### src/rtl/clk_div_pkg.sv
// Shared types for the clock-divider bank: widths, pending-slot request and slot state.
package clk_div_pkg;

  localparam int CNT_W_DEF  = 27;
  localparam int NUM_CH_MAX = 8;
  localparam int CH_IDX_W   = $clog2(NUM_CH_MAX);

  typedef logic [CNT_W_DEF-1:0] div_t;
  typedef logic [CH_IDX_W-1:0]  ch_t;

  typedef struct packed {
    ch_t  ch;
    div_t div;
  } cfg_req_t;

  typedef enum logic {
    SLOT_EMPTY   = 1'b0,
    SLOT_PENDING = 1'b1
  } slot_state_t;

endpackage

### src/rtl/clk_div_channel.sv
// One divider channel: counter, divisor register, 50% toggle output and registered tick.
// The sync input is the phase-align request; it is tied low when that feature is not built.
module clk_div_channel
  import clk_div_pkg::*;
#(
  parameter int               CNT_W   = CNT_W_DEF,
  parameter logic [CNT_W-1:0] RST_DIV = '0
) (
  input  logic             clk,
  input  logic             rst,
  input  logic             en,
  input  logic             sync,
  input  logic             load_en,
  input  logic [CNT_W-1:0] load_div,
  output logic             clk_out,
  output logic             tick,
  output logic             at_terminal,
  output logic             idle_load_ok
);

  logic [CNT_W-1:0] cnt_q;
  logic [CNT_W-1:0] div_q;

  // >= keeps the counter bounded even if div ever drops below cnt
  assign at_terminal  = en & ~sync & (cnt_q >= div_q);
  assign idle_load_ok = ~en;

  always_ff @(posedge clk or posedge rst) begin
    if (rst) begin
      cnt_q   <= '0;
      div_q   <= RST_DIV;
      clk_out <= 1'b0;
      tick    <= 1'b0;
    end else if (!en) begin
      tick <= 1'b0;
      if (load_en) begin
        div_q <= load_div;
        cnt_q <= '0;
      end
    end else if (sync) begin
      cnt_q   <= '0;
      clk_out <= 1'b0;
      tick    <= 1'b0;
    end else if (at_terminal) begin
      cnt_q   <= '0;
      clk_out <= ~clk_out;
      tick    <= 1'b1;
      if (load_en) div_q <= load_div;
    end else begin
      cnt_q <= cnt_q + 1'b1;
      tick  <= 1'b0;
    end
  end

endmodule

### src/rtl/clk_div_bank.sv
// Bank of NUM_CH clock dividers sharing a single-slot divisor update port.
// Optional macro CLK_DIV_PHASE_SYNC_EN adds sync_req to phase-align all enabled channels.
module clk_div_bank
  import clk_div_pkg::*;
#(
  parameter int                      NUM_CH      = 2,
  parameter int                      CNT_W       = 27,
  parameter logic [NUM_CH*CNT_W-1:0] DEFAULT_DIV = {27'd10000000, 27'd100000},
  localparam int                     CH_W        = (NUM_CH > 1) ? $clog2(NUM_CH) : 1
) (
  input  logic              clk,
  input  logic              rst,
  input  logic [NUM_CH-1:0] en,
  input  logic              cfg_valid,
  output logic              cfg_ready,
  input  logic [CH_W-1:0]   cfg_ch,
  input  logic [CNT_W-1:0]  cfg_div,
  output logic [NUM_CH-1:0] clk_out,
  output logic [NUM_CH-1:0] tick
`ifdef CLK_DIV_PHASE_SYNC_EN
  ,
  input  logic              sync_req
`endif
);

  // Handshake: a request transfers on any cycle with cfg_valid & cfg_ready; the
  // requester holds cfg_ch/cfg_div stable while cfg_valid is high and not yet accepted.
  // The slot stores at most one request (CNT_W must not exceed CNT_W_DEF).

  slot_state_t       state_q, state_d;
  cfg_req_t          pend_q, pend_d;
  logic [NUM_CH-1:0] load_en;
  logic [NUM_CH-1:0] at_terminal;
  logic [NUM_CH-1:0] idle_load_ok;
  logic [CNT_W-1:0]  load_div;
  logic              sync_w;
  logic              ch_match;

`ifdef CLK_DIV_PHASE_SYNC_EN
  assign sync_w = sync_req;
`else
  assign sync_w = 1'b0;
`endif

  assign cfg_ready = (state_q == SLOT_EMPTY);
  assign load_div  = CNT_W'(pend_q.div);

  always_ff @(posedge clk or posedge rst) begin
    if (rst) begin
      state_q <= SLOT_EMPTY;
      pend_q  <= '0;
    end else begin
      state_q <= state_d;
      pend_q  <= pend_d;
    end
  end

  always_comb begin
    state_d  = state_q;
    pend_d   = pend_q;
    load_en  = '0;
    ch_match = 1'b0;
    case (state_q)
      SLOT_EMPTY: begin
        if (cfg_valid) begin
          pend_d  = '{ch: ch_t'(cfg_ch), div: div_t'(cfg_div)};
          state_d = SLOT_PENDING;
        end
      end
      SLOT_PENDING: begin
        for (int i = 0; i < NUM_CH; i++) begin
          if (pend_q.ch == ch_t'(i)) begin
            ch_match = 1'b1;
            if (at_terminal[i] || idle_load_ok[i]) begin
              load_en[i] = 1'b1;
              state_d    = SLOT_EMPTY;
            end
          end
        end
        // No channel owns this index: drop the request
        if (!ch_match) state_d = SLOT_EMPTY;
      end
      default: state_d = SLOT_EMPTY;
    endcase
  end

  for (genvar g = 0; g < NUM_CH; g++) begin : g_ch
    clk_div_channel #(
      .CNT_W   (CNT_W),
      .RST_DIV (DEFAULT_DIV[g*CNT_W +: CNT_W])
    ) u_ch (
      .clk          (clk),
      .rst          (rst),
      .en           (en[g]),
      .sync         (sync_w),
      .load_en      (load_en[g]),
      .load_div     (load_div),
      .clk_out      (clk_out[g]),
      .tick         (tick[g]),
      .at_terminal  (at_terminal[g]),
      .idle_load_ok (idle_load_ok[g])
    );
  end

endmodule
### config.mk
export PLATFORM = sky130hd
export DESIGN_NAME = clk_div_bank
export DESIGN_NICKNAME = d
export VERILOG_FILES = /design/src/rtl/clk_div_pkg.sv /design/src/rtl/clk_div_channel.sv /design/src/rtl/clk_div_bank.sv
export SDC_FILE = /design/constraint.sdc
export NUM_CORES = 1
export LEC_CHECK = 0
export ABC_AREA = 1
export CORE_MARGIN = 2
export CORE_UTILIZATION = 24
export CTS_BUF_LIST = sky130_fd_sc_hd__clkbuf_4 sky130_fd_sc_hd__clkbuf_8 sky130_fd_sc_hd__clkbuf_16
export CTS_CLUSTER_SIZE = 14
export DETAILED_ROUTE_END_ITERATION = 16
export GPL_TIMING_DRIVEN = 0
export PLACE_DENSITY_LB_ADDON = 0.1
export SYNTH_ARGS = -nofsm -noshare
export SYNTH_HDL_FRONTEND = slang
export SYNTH_SLANG_ARGS = --single-unit
### constraint.sdc
create_clock -name clk -period 5.5 [get_ports clk]
set_clock_uncertainty 0.1 [all_clocks]
set_input_delay 1.1 -clock clk [delete_from_list [all_inputs] [get_ports clk]]
set_output_delay 1.1 -clock clk [all_outputs]
set_load 0.02 [all_outputs]
* Word-level counts from Yosys, hierarchy flattened *
Index checks and enable logic that the tools add are counted.

operators by class
  equality and inequality tests = 2
  multiplexer cells = 31
  bitwise logic cells = 7
  add/sub/neg operators = 2
  reductions and logical operators = 8
  magnitude comparators = 2

operator list
  kind                                                                     number
  27-bit 2-to-1 mux                                                        12
  27-bit by 1-bit adder with 27-bit output, second input constant          2
  27-bit >= comparator                                                     2
  1-bit 2-to-1 mux                                                         17
  2-bit AND reduction                                                      3
  1-bit inverter                                                           5
  2-bit by 1-bit inequality test with 1-bit output, second input constant  2
  2-bit nonzero test                                                       2
  3-bit zero test                                                          1
  1-bit bitwise AND                                                        2
  1-bit logical OR                                                         2
  2-bit 2-to-1 mux                                                         1
  1-bit one-hot mux with 2 select lines                                    1

storage, ports and cells
  register bits = 141
  bits of input ports = 33
  output and inout port bits = 5

* Depth between registers and ports, before layout *
Gate-level depths: netlist of run 1.

  depth after elaboration = 9
  mapped depth = 14
  mapped depth without buffers = 13

* By module *
Synthesis of run 1 repeated with hierarchy kept, for this count alone.

unflattened totals
  cell total of the unflattened synthesis = 1079
  area, all modules = 8370.5 sq um

by module, submodules not included
  module                           instances  cells each  area each (sq um)
  clk_div_channel at g_ch[1].u_ch  1          472         3577.2
  clk_div_channel at g_ch[0].u_ch  1          472         3574.7
  clk_div_bank                     1          135         1218.7

* Worst setup path after synthesis of run 1 *
OpenSTA, ideal clock, no wires.

  path kind = input -> register
  from = input en[1]
  to = register g_ch[1].u_ch.cnt_q[10]
  buffers on the path = 2
  stages on the path = 5
  arrival = 1.945 ns
  slack = 3.373 ns
  setup time = 0.083 ns
  path through = clkbuf_1 > a21oi_2 > clkbuf_1 > nand2_1 > o21ai_0

between the ends
  cells in the longest elaborated chain, start to end = 6

ends and longest elaborated chain
  item                                                        line                                          text
  start, declared                                             clk_div_bank.sv:13                            input logic [NUM_CH-1:0] en,
  1-bit bitwise AND / 1-bit inverter (equally long branches)  clk_div_channel.sv:25, clk_div_channel.sv:26
  1-bit logical OR                                            clk_div_bank.sv:74                            if (at_terminal[i] || idle_load_ok[i]) begin
  1-bit 2-to-1 mux                                            clk_div_bank.sv:74
  1-bit 2-to-1 mux                                            clk_div_bank.sv:72                            if (pend_q.ch == ch_t'(i)) begin
  2-bit 2-to-1 mux                                            clk_div_bank.sv:63                            case (state_q)
  2-bit nonzero test (no line)                                --
  end signal, assigned                                        clk_div_channel.sv:50                         cnt_q <= cnt_q + 1'b1;
  end, declared                                               clk_div_channel.sv:21                         logic [CNT_W-1:0] cnt_q;

Parallel ways exist; a longest one is shown, timed or not.
A chain may end at the register's enable or synchronous reset.

* Final worst setup path of run 1 *
  from = register state_q
  to = output cfg_ready

between the ends
  cells in the longest elaborated chain, start to end = 1

ends and longest elaborated chain
  item                      line                text
  start, declared           clk_div_bank.sv:30  slot_state_t state_q, state_d;
  start signal, assigned    clk_div_bank.sv:53  state_q <= state_d;
  1-bit inverter (no line)  --
  end, declared             clk_div_bank.sv:15  output logic cfg_ready,

Every way passes these cells.

==> impl_metrics.env, run 1 <==
export IMPL_nets=1171
export IMPL_yosys_register_bits=141
export IMPL_grt_overflow=0
export IMPL_ant_nets=0
export IMPL_setup_ws_ns=2.59
export IMPL_ctsRootBufferMaster="clkbuf_16"
export IMPL_die_area_um2=36300
export IMPL_clk_latency_ns=0.43
export IMPL_outcome="finished clean"
export IMPL_drc_errors=0
export IMPL_tightest_slew_ns=0.603
export IMPL_clock_path_buffers=2
export IMPL_grt_antenna_before_repair=0
export IMPL_grt_pass1_wl_um=38300
export IMPL_synth_edf_count=0
export IMPL_syn_inst=1026
export IMPL_crit_path_max_fanout=6
export IMPL_coreArea_um2=34400
export IMPL_grt_max_degree=99
export IMPL_grt_usage_pct=13.9
export IMPL_syn_to_final_growth_pct=18.9
export IMPL_grt_pass1_vias=6719
export IMPL_cts_setup_buffers=0
export IMPL_die_w_um=190
export IMPL_wl_um=23700
export IMPL_leakagePower_uw=0.00476
export IMPL_yosys_cell_types_count=37
export IMPL_synth_simple_area_share_pct=29.3
export IMPL_syn_nets=1115
export IMPL_final_util_pct=28.9
export IMPL_wl_per_cell_um=15.3
export IMPL_boundaryPins=38
export IMPL_fill_cells=3752
export IMPL_antennaDiodeCount=0
export IMPL_drv_slew=0
export IMPL_synthXorXnorAreaFrac_pct=3.25
export IMPL_initial_core_util_pct=24.3
export IMPL_die_y_um=190
export IMPL_hold_viol=0
export IMPL_via_count=6715
export IMPL_place_ws_ns=2.46
export IMPL_slew_headroom_pct=59.5
export IMPL_endpoint_kind="primary output"
export IMPL_cts_tree="done"
export IMPL_period_share_pct=52.9
export IMPL_synth_adder_area_share_pct=8.39
export IMPL_clkSinkCount=141
export IMPL_setup_viol=0
export IMPL_dpl_hpwl_um=17900
export IMPL_cts_made_buffers=17
export IMPL_cts_hold_buf=0
export IMPL_fin_crit_ns=2.91
export IMPL_synth_top_family_by_area="simple AND/OR/NAND/NOR gates"
export IMPL_grt_setup_unrepaired="no"
export IMPL_avgSynthCellArea_um2=8.14
export IMPL_yosys_warnings=0
export IMPL_clk_pin_slew_ns=0.06
export IMPL_drive_above_1_share_pct=12.2
export IMPL_maxCapViolCount=0
export IMPL_cp_start_kind="flip-flop"
export IMPL_muxShareOfSynthArea_pct=3.64
export IMPL_setup_tns_ns=0
export IMPL_max_freq_mhz=344
export IMPL_gp_congestion=0.771
export IMPL_cp_arrival_ns=1.71
export IMPL_io_buffers=36
export IMPL_p_per_area_nw_per_um2=427
export IMPL_critPathKind="reg -> out"
export IMPL_netlist_area_um2=8350
export IMPL_post_cts_resized=0
export IMPL_firstDrtPassIters=5
export IMPL_synthFlopType="dfrtp_1"
export IMPL_ctsHtreeMaxLevel=4
export IMPL_ir_worst_vdd_v=0.000245
export IMPL_synth_seq_area_share_pct=42.5
export IMPL_hold_ws_ns=0.360
export IMPL_critPathRequiredTime_ns=4.30
export IMPL_drt_iter0_markers=321
export IMPL_avgViaCountPerCell=4.33
export IMPL_rows=68
export IMPL_synth_async_reset_ratio_pct=100
export IMPL_synth_compound_area_share_pct=4.86
export IMPL_hp_class="reg -> reg"
==> through the flow <==
step / std cells / power, µW / cell area, µm²
2_1_floorplan: 1026 / 2570 / 8350
5_1_grt: 1550 / 4600 / 9930
6_report: 1550 / 4240 / 9930
4_1_cts: 1550 / 4320 / 9930
3_3_place_gp: 1517 / 3030 / 9280
3_5_place_dp: 1518 / 3050 / 9310
==> layout by cell type (no fill, tap or decap), types with 2 or more instances in the layout <==
| master | instances |
|---|---|
| a21o_1 | 6 |
| a21oi_1 | 20 |
| a21oi_2 | 3 |
| buf_1 | 2 |
| buf_2 | 13 |
| buf_4 | 5 |
| buf_6 | 5 |
| bufinv_16 | 3 |
| clkbuf_1 | 13 |
| clkbuf_16 | 17 |
| clkbuf_8 | 2 |
| clkdlybuf4s50_1 | 36 |
| clkinv_2 | 3 |
| clkinv_4 | 3 |
| clkinvlp_4 | 2 |
| dfrtp_1 | 127 |
| dfstp_2 | 14 |
| ha_1 | 56 |
| inv_1 | 120 |
| inv_2 | 2 |
| inv_6 | 2 |
| mux2_2 | 27 |
| nand2_1 | 329 |
| nand2_2 | 5 |
| nand3_1 | 26 |
| nand3_2 | 4 |
| nand3_4 | 3 |
| nand3b_1 | 3 |
| nand4_1 | 78 |
| nor2_1 | 60 |
| nor2_2 | 7 |
| nor2_4 | 6 |
| nor3_1 | 9 |
| o21ai_0 | 41 |
| or2_2 | 2 |
| xnor2_1 | 10 |
| xor2_1 | 21 |
==> Yosys cell counts, types with 3 or more instances <==
cell type	number	area [µm²]
nor3_1	9	45.0
xor2_1	21	184
clkbuf_1	13	48.8
nand4_1	78	488
nor2_1	60	225
nand3_2	4	40.0
dfrtp_1	127	3180
xnor2_1	10	87.6
ha_1	56	701
a21o_1	6	45.0
dfstp_2	14	368
buf_6	5	56.3
o21ai_0	41	205
nand2_2	5	31.3
nand3_4	3	52.6
buf_2	13	65.1
nor2_4	6	67.6
a21oi_2	3	26.3
inv_1	121	454
a21oi_1	20	100
nand3b_1	3	22.5
nand2_1	329	1230
mux2_2	27	304
buf_4	5	37.5
nand3_1	26	130
nor2_2	7	43.8
==> flip-flops by register name (all words and copies together) (netlist names) <==
signal / count
state_q: 1
load_div: 27
g_ch.u_ch.cnt_q: 54
g_ch.u_ch.tick: 2
g_ch.u_ch.div_q: 54
pend_q: 1
g_ch.u_ch.clk_out: 2
==> logic make-up after synthesis <==
group                    count (synthesis)
buffers and inverters                  161
multiplexers                            27
adder cells (fa/ha/maj)                 56
AO/OA/AOI/OAI                           74
flip-flops                             141
XOR/XNOR                                31
AND/OR/NAND/NOR                        536
==> area by class of cell <==
class / instances / area, µm² / share of cell area, %
clock inverter: 13 / 164 / 1.65
tap: 455 / 569 / 5.73
timing repair buffer: 37 / 388 / 3.91
sequential: 141 / 3550 / 35.7
inverter: 123 / 469 / 4.73
buffer: 38 / 215 / 2.17
multi-input combinational: 724 / 4120 / 41.5
clock buffer: 19 / 453 / 4.56
==> where the power goes <==
group | internal, µW | leakage (µW) | total (µW) | switching [µW]
combinational | 512 | 0.00268 | 1340 | 826
sequential | 1400 | 0.00178 | 1660 | 267
clock | 740 | 0.000300 | 1240 | 496
==> path summary, 6_finish.rpt <==
check / startpoint / end / slack (ns) / depth (start not counted)
worst max register to register: g_ch[1].u_ch.div_q[15]$_DFFE_PP1P_ / g_ch[1].u_ch.div_q[18]$_DFFE_PP0P_ / 3.07 / 14
worst max-delay path: state_q$_DFF_PP0_ / cfg_ready / 2.59 / 3
min in group asynchronous: rst / g_ch[0].u_ch.cnt_q[5]$_DFFE_PP0P_ / 0.96 / 2
worst min register to register: g_ch[1].u_ch.div_q[12]$_DFFE_PP1P_ / g_ch[1].u_ch.div_q[12]$_DFFE_PP1P_ / 0.36 / 2
max in group asynchronous: rst / g_ch[1].u_ch.cnt_q[0]$_DFFE_PP0P_ / 3.49 / 3
worst min-delay path: g_ch[1].u_ch.div_q[12]$_DFFE_PP1P_ / g_ch[1].u_ch.div_q[12]$_DFFE_PP1P_ / 0.36 / 2
==> per-layer routing <==
metal | track usage, % | wire length [µm] | vias to the layer above
li1 | - | - | 3446
met1 | 20.4 | 12700 | 3163
met2 | 20.7 | 9950 | 86
met3 | 2.19 | 665 | 20
met4 | 4.17 | 320 | 0
met5 | 0 | 0 | -
==> worst max-delay path, stage by stage, from the launching register on <==
cell	delay, ns
dfrtp_1	0.35
buf_2	0.19
inv_1	0.12
clkdlybuf4s50_1	0.61
Power figures use the tool's default switching activity.
==> run 2, diff against run 1 <==
- clock period: 5.5 -> 2.9 ns (I/O delays scaled with it)
==> run 2 against run 1 <==
  * Final area rose by 0.59%
  * Critical path depth rose by 10
  * Setup slack got worse by 2.2 ns
  * Die area unchanged
  * Wire length increased by 0.51%
==> impl_metrics.env, run 2 (synthesis results as in run 1) <==
export IMPL_outcome="finished clean"
export IMPL_grt_busiest_layer="met2"
export IMPL_slew_headroom_pct=58.7
export IMPL_maxCapViolCount=0
export IMPL_setup_tns_ns=0
export IMPL_boundaryPins=38
export IMPL_grt_pass1_wl_um=38600
export IMPL_clk_pin_slew_ns=0.07
export IMPL_ctsRootBufferMaster="clkbuf_16"
export IMPL_leakagePower_uw=0.00478
export IMPL_drv_slew=0
export IMPL_grtUsageMet2_pct=21.0
export IMPL_critPathRequiredTime_ns=3.18
export IMPL_ctsHtreeMaxLevel=4
export IMPL_grt_setup_unrepaired="no"
export IMPL_ir_worst_vdd_v=0.000543
export IMPL_place_ws_ns=0.405
export IMPL_die_w_um=190
export IMPL_rows=68
export IMPL_antennaDiodeCount=0
export IMPL_fill_cells=3741
export IMPL_wl_um=23800
export IMPL_drc_errors=0
export IMPL_endpoint_kind="flip-flop"
export IMPL_met3_usage_pct=2.28
export IMPL_grt_max_degree=38
export IMPL_firstDrtPassIters=6
export IMPL_ant_nets=0
export IMPL_grt_antenna_before_repair=0
export IMPL_cts_made_buffers=17
export IMPL_grt_usage_pct=14.0
export IMPL_p_per_area_nw_per_um2=811
export IMPL_period_share_pct=84.8
export IMPL_via_count=6664
export IMPL_drt_iter0_markers=328
export IMPL_gp_congestion=0.765
export IMPL_grt_overflow=0
export IMPL_cts_tree="done"
export IMPL_die_y_um=190
export IMPL_syn_to_final_growth_pct=19.7
export IMPL_io_buffers=36
export IMPL_tightest_slew_ns=0.619
export IMPL_crit_path_max_fanout=10
export IMPL_use_met1_pct=20.7
export IMPL_cts_setup_buffers=0
export IMPL_grt_pass1_vias=6786
export IMPL_cp_arrival_ns=2.74
export IMPL_avgViaCountPerCell=4.29
export IMPL_critPathKind="reg -> reg"
export IMPL_max_freq_mhz=407
export IMPL_coreArea_um2=34400
export IMPL_cp_start_kind="flip-flop"
export IMPL_die_area_um2=36300
export IMPL_drive_above_1_share_pct=12.5
export IMPL_dpl_hpwl_um=18400
export IMPL_post_cts_resized=0
export IMPL_clkSinkCount=141
export IMPL_final_common_cell="nand2_1"
export IMPL_hold_viol=0
export IMPL_wl_per_cell_um=15.3
export IMPL_setup_viol=0
export IMPL_fin_crit_ns=2.46
export IMPL_initial_core_util_pct=24.3
export IMPL_nets=1174
export IMPL_clock_path_buffers=2
export IMPL_hp_class="reg -> reg"
export IMPL_final_cell_mix="nand2_1 (329), dfrtp_1 (127), inv_1 (120), nand4_1 (78), nor2_1 (60)"
export IMPL_setup_ws_ns=0.440
export IMPL_cts_hold_buf=0
export IMPL_clk_latency_ns=0.44
[run 2: cell types whose count changed in the layout (fill, tap and decap cells not counted), sizes merged]
| cell | before | now |
|---|---|---|
| buf | 26 | 29 |
| clkinv | 6 | 4 |
| clkinvlp | 2 | 6 |
| clkbuf | 32 | 31 |
| bufinv | 3 | 4 |
| inv | 125 | 123 |
[run 2: area by class of cell]
class	count	area [µm²]	share of cell area, %
well taps	455	569	5.70
inverters	123	465	4.66
flip-flops and latches	141	3550	35.5
multi-input cells	724	4120	41.3
clock buffers	18	433	4.33
clock inverters	14	194	1.94
plain buffers	38	215	2.15
repair buffers	40	440	4.41
[run 2: worst paths after layout]
kind / start / to / slack [ns] / cells past startpoint
max: g_ch[1].u_ch.div_q[20]$_DFFE_PP1P_ / g_ch[1].u_ch.div_q[23]$_DFFE_PP1P_ / 0.44 / 13
min: g_ch[0].u_ch.div_q[5]$_DFFE_PP1P_ / g_ch[0].u_ch.div_q[5]$_DFFE_PP1P_ / 0.36 / 2
max reg2reg: g_ch[1].u_ch.div_q[20]$_DFFE_PP1P_ / g_ch[1].u_ch.div_q[23]$_DFFE_PP1P_ / 0.44 / 13
min reg2reg: g_ch[0].u_ch.div_q[5]$_DFFE_PP1P_ / g_ch[0].u_ch.div_q[5]$_DFFE_PP1P_ / 0.36 / 2
max in group asynchronous: rst / g_ch[1].u_ch.div_q[10]$_DFFE_PP1P_ / 1.14 / 5
min in group asynchronous: rst / g_ch[0].u_ch.cnt_q[24]$_DFFE_PP0P_ / 0.47 / 2
[run 2: through the flow]
step                      cell area, µm²  cells  hold slack [ns]  util [%]  total power [µW]
after floorplan                     8350   1026            0.342         -              4880
after global placement              9280   1517            0.353      27.0              5760
after detailed placement            9360   1521            0.354      27.2              5790
after CTS                           9990   1553            0.364      29.1              8260
after global routing                9990   1553            0.371      29.1              8780
final                               9990   1553            0.361      29.1              8100
[run 2: worst max-delay path: stages, from the launching register on]
cell and delay (ns):
dfstp_2 0.53, inv_1 0.04, ha_1 0.31, nand2_1 0.06, nor2_1 0.17, nand2_1 0.07
nor2_1 0.15, nand2_1 0.08, nand3_1 0.08, nor2_2 0.06, nand3_4 0.18, buf_2 0.31
nand4_1 0.14, nand2_1 0.10
[run 2: power by group]
part	switching [µW]	leakage [µW]	internal, µW
clock network	951	0.000292	1450
registers	506	0.00178	2650
logic	1570	0.00270	979
total	3030	0.00478	5080
[run 2: routing by layer]
metal | share of wire [%] | vias to the layer above | wire, µm
met3 | 2.5 | 21 | 594
met2 | 43 | 77 | 10100
met5 | 0 | - | 0
met1 | 54 | 3111 | 12800
met4 | 1.0 | 0 | 243
li1 | - | 3455 | -
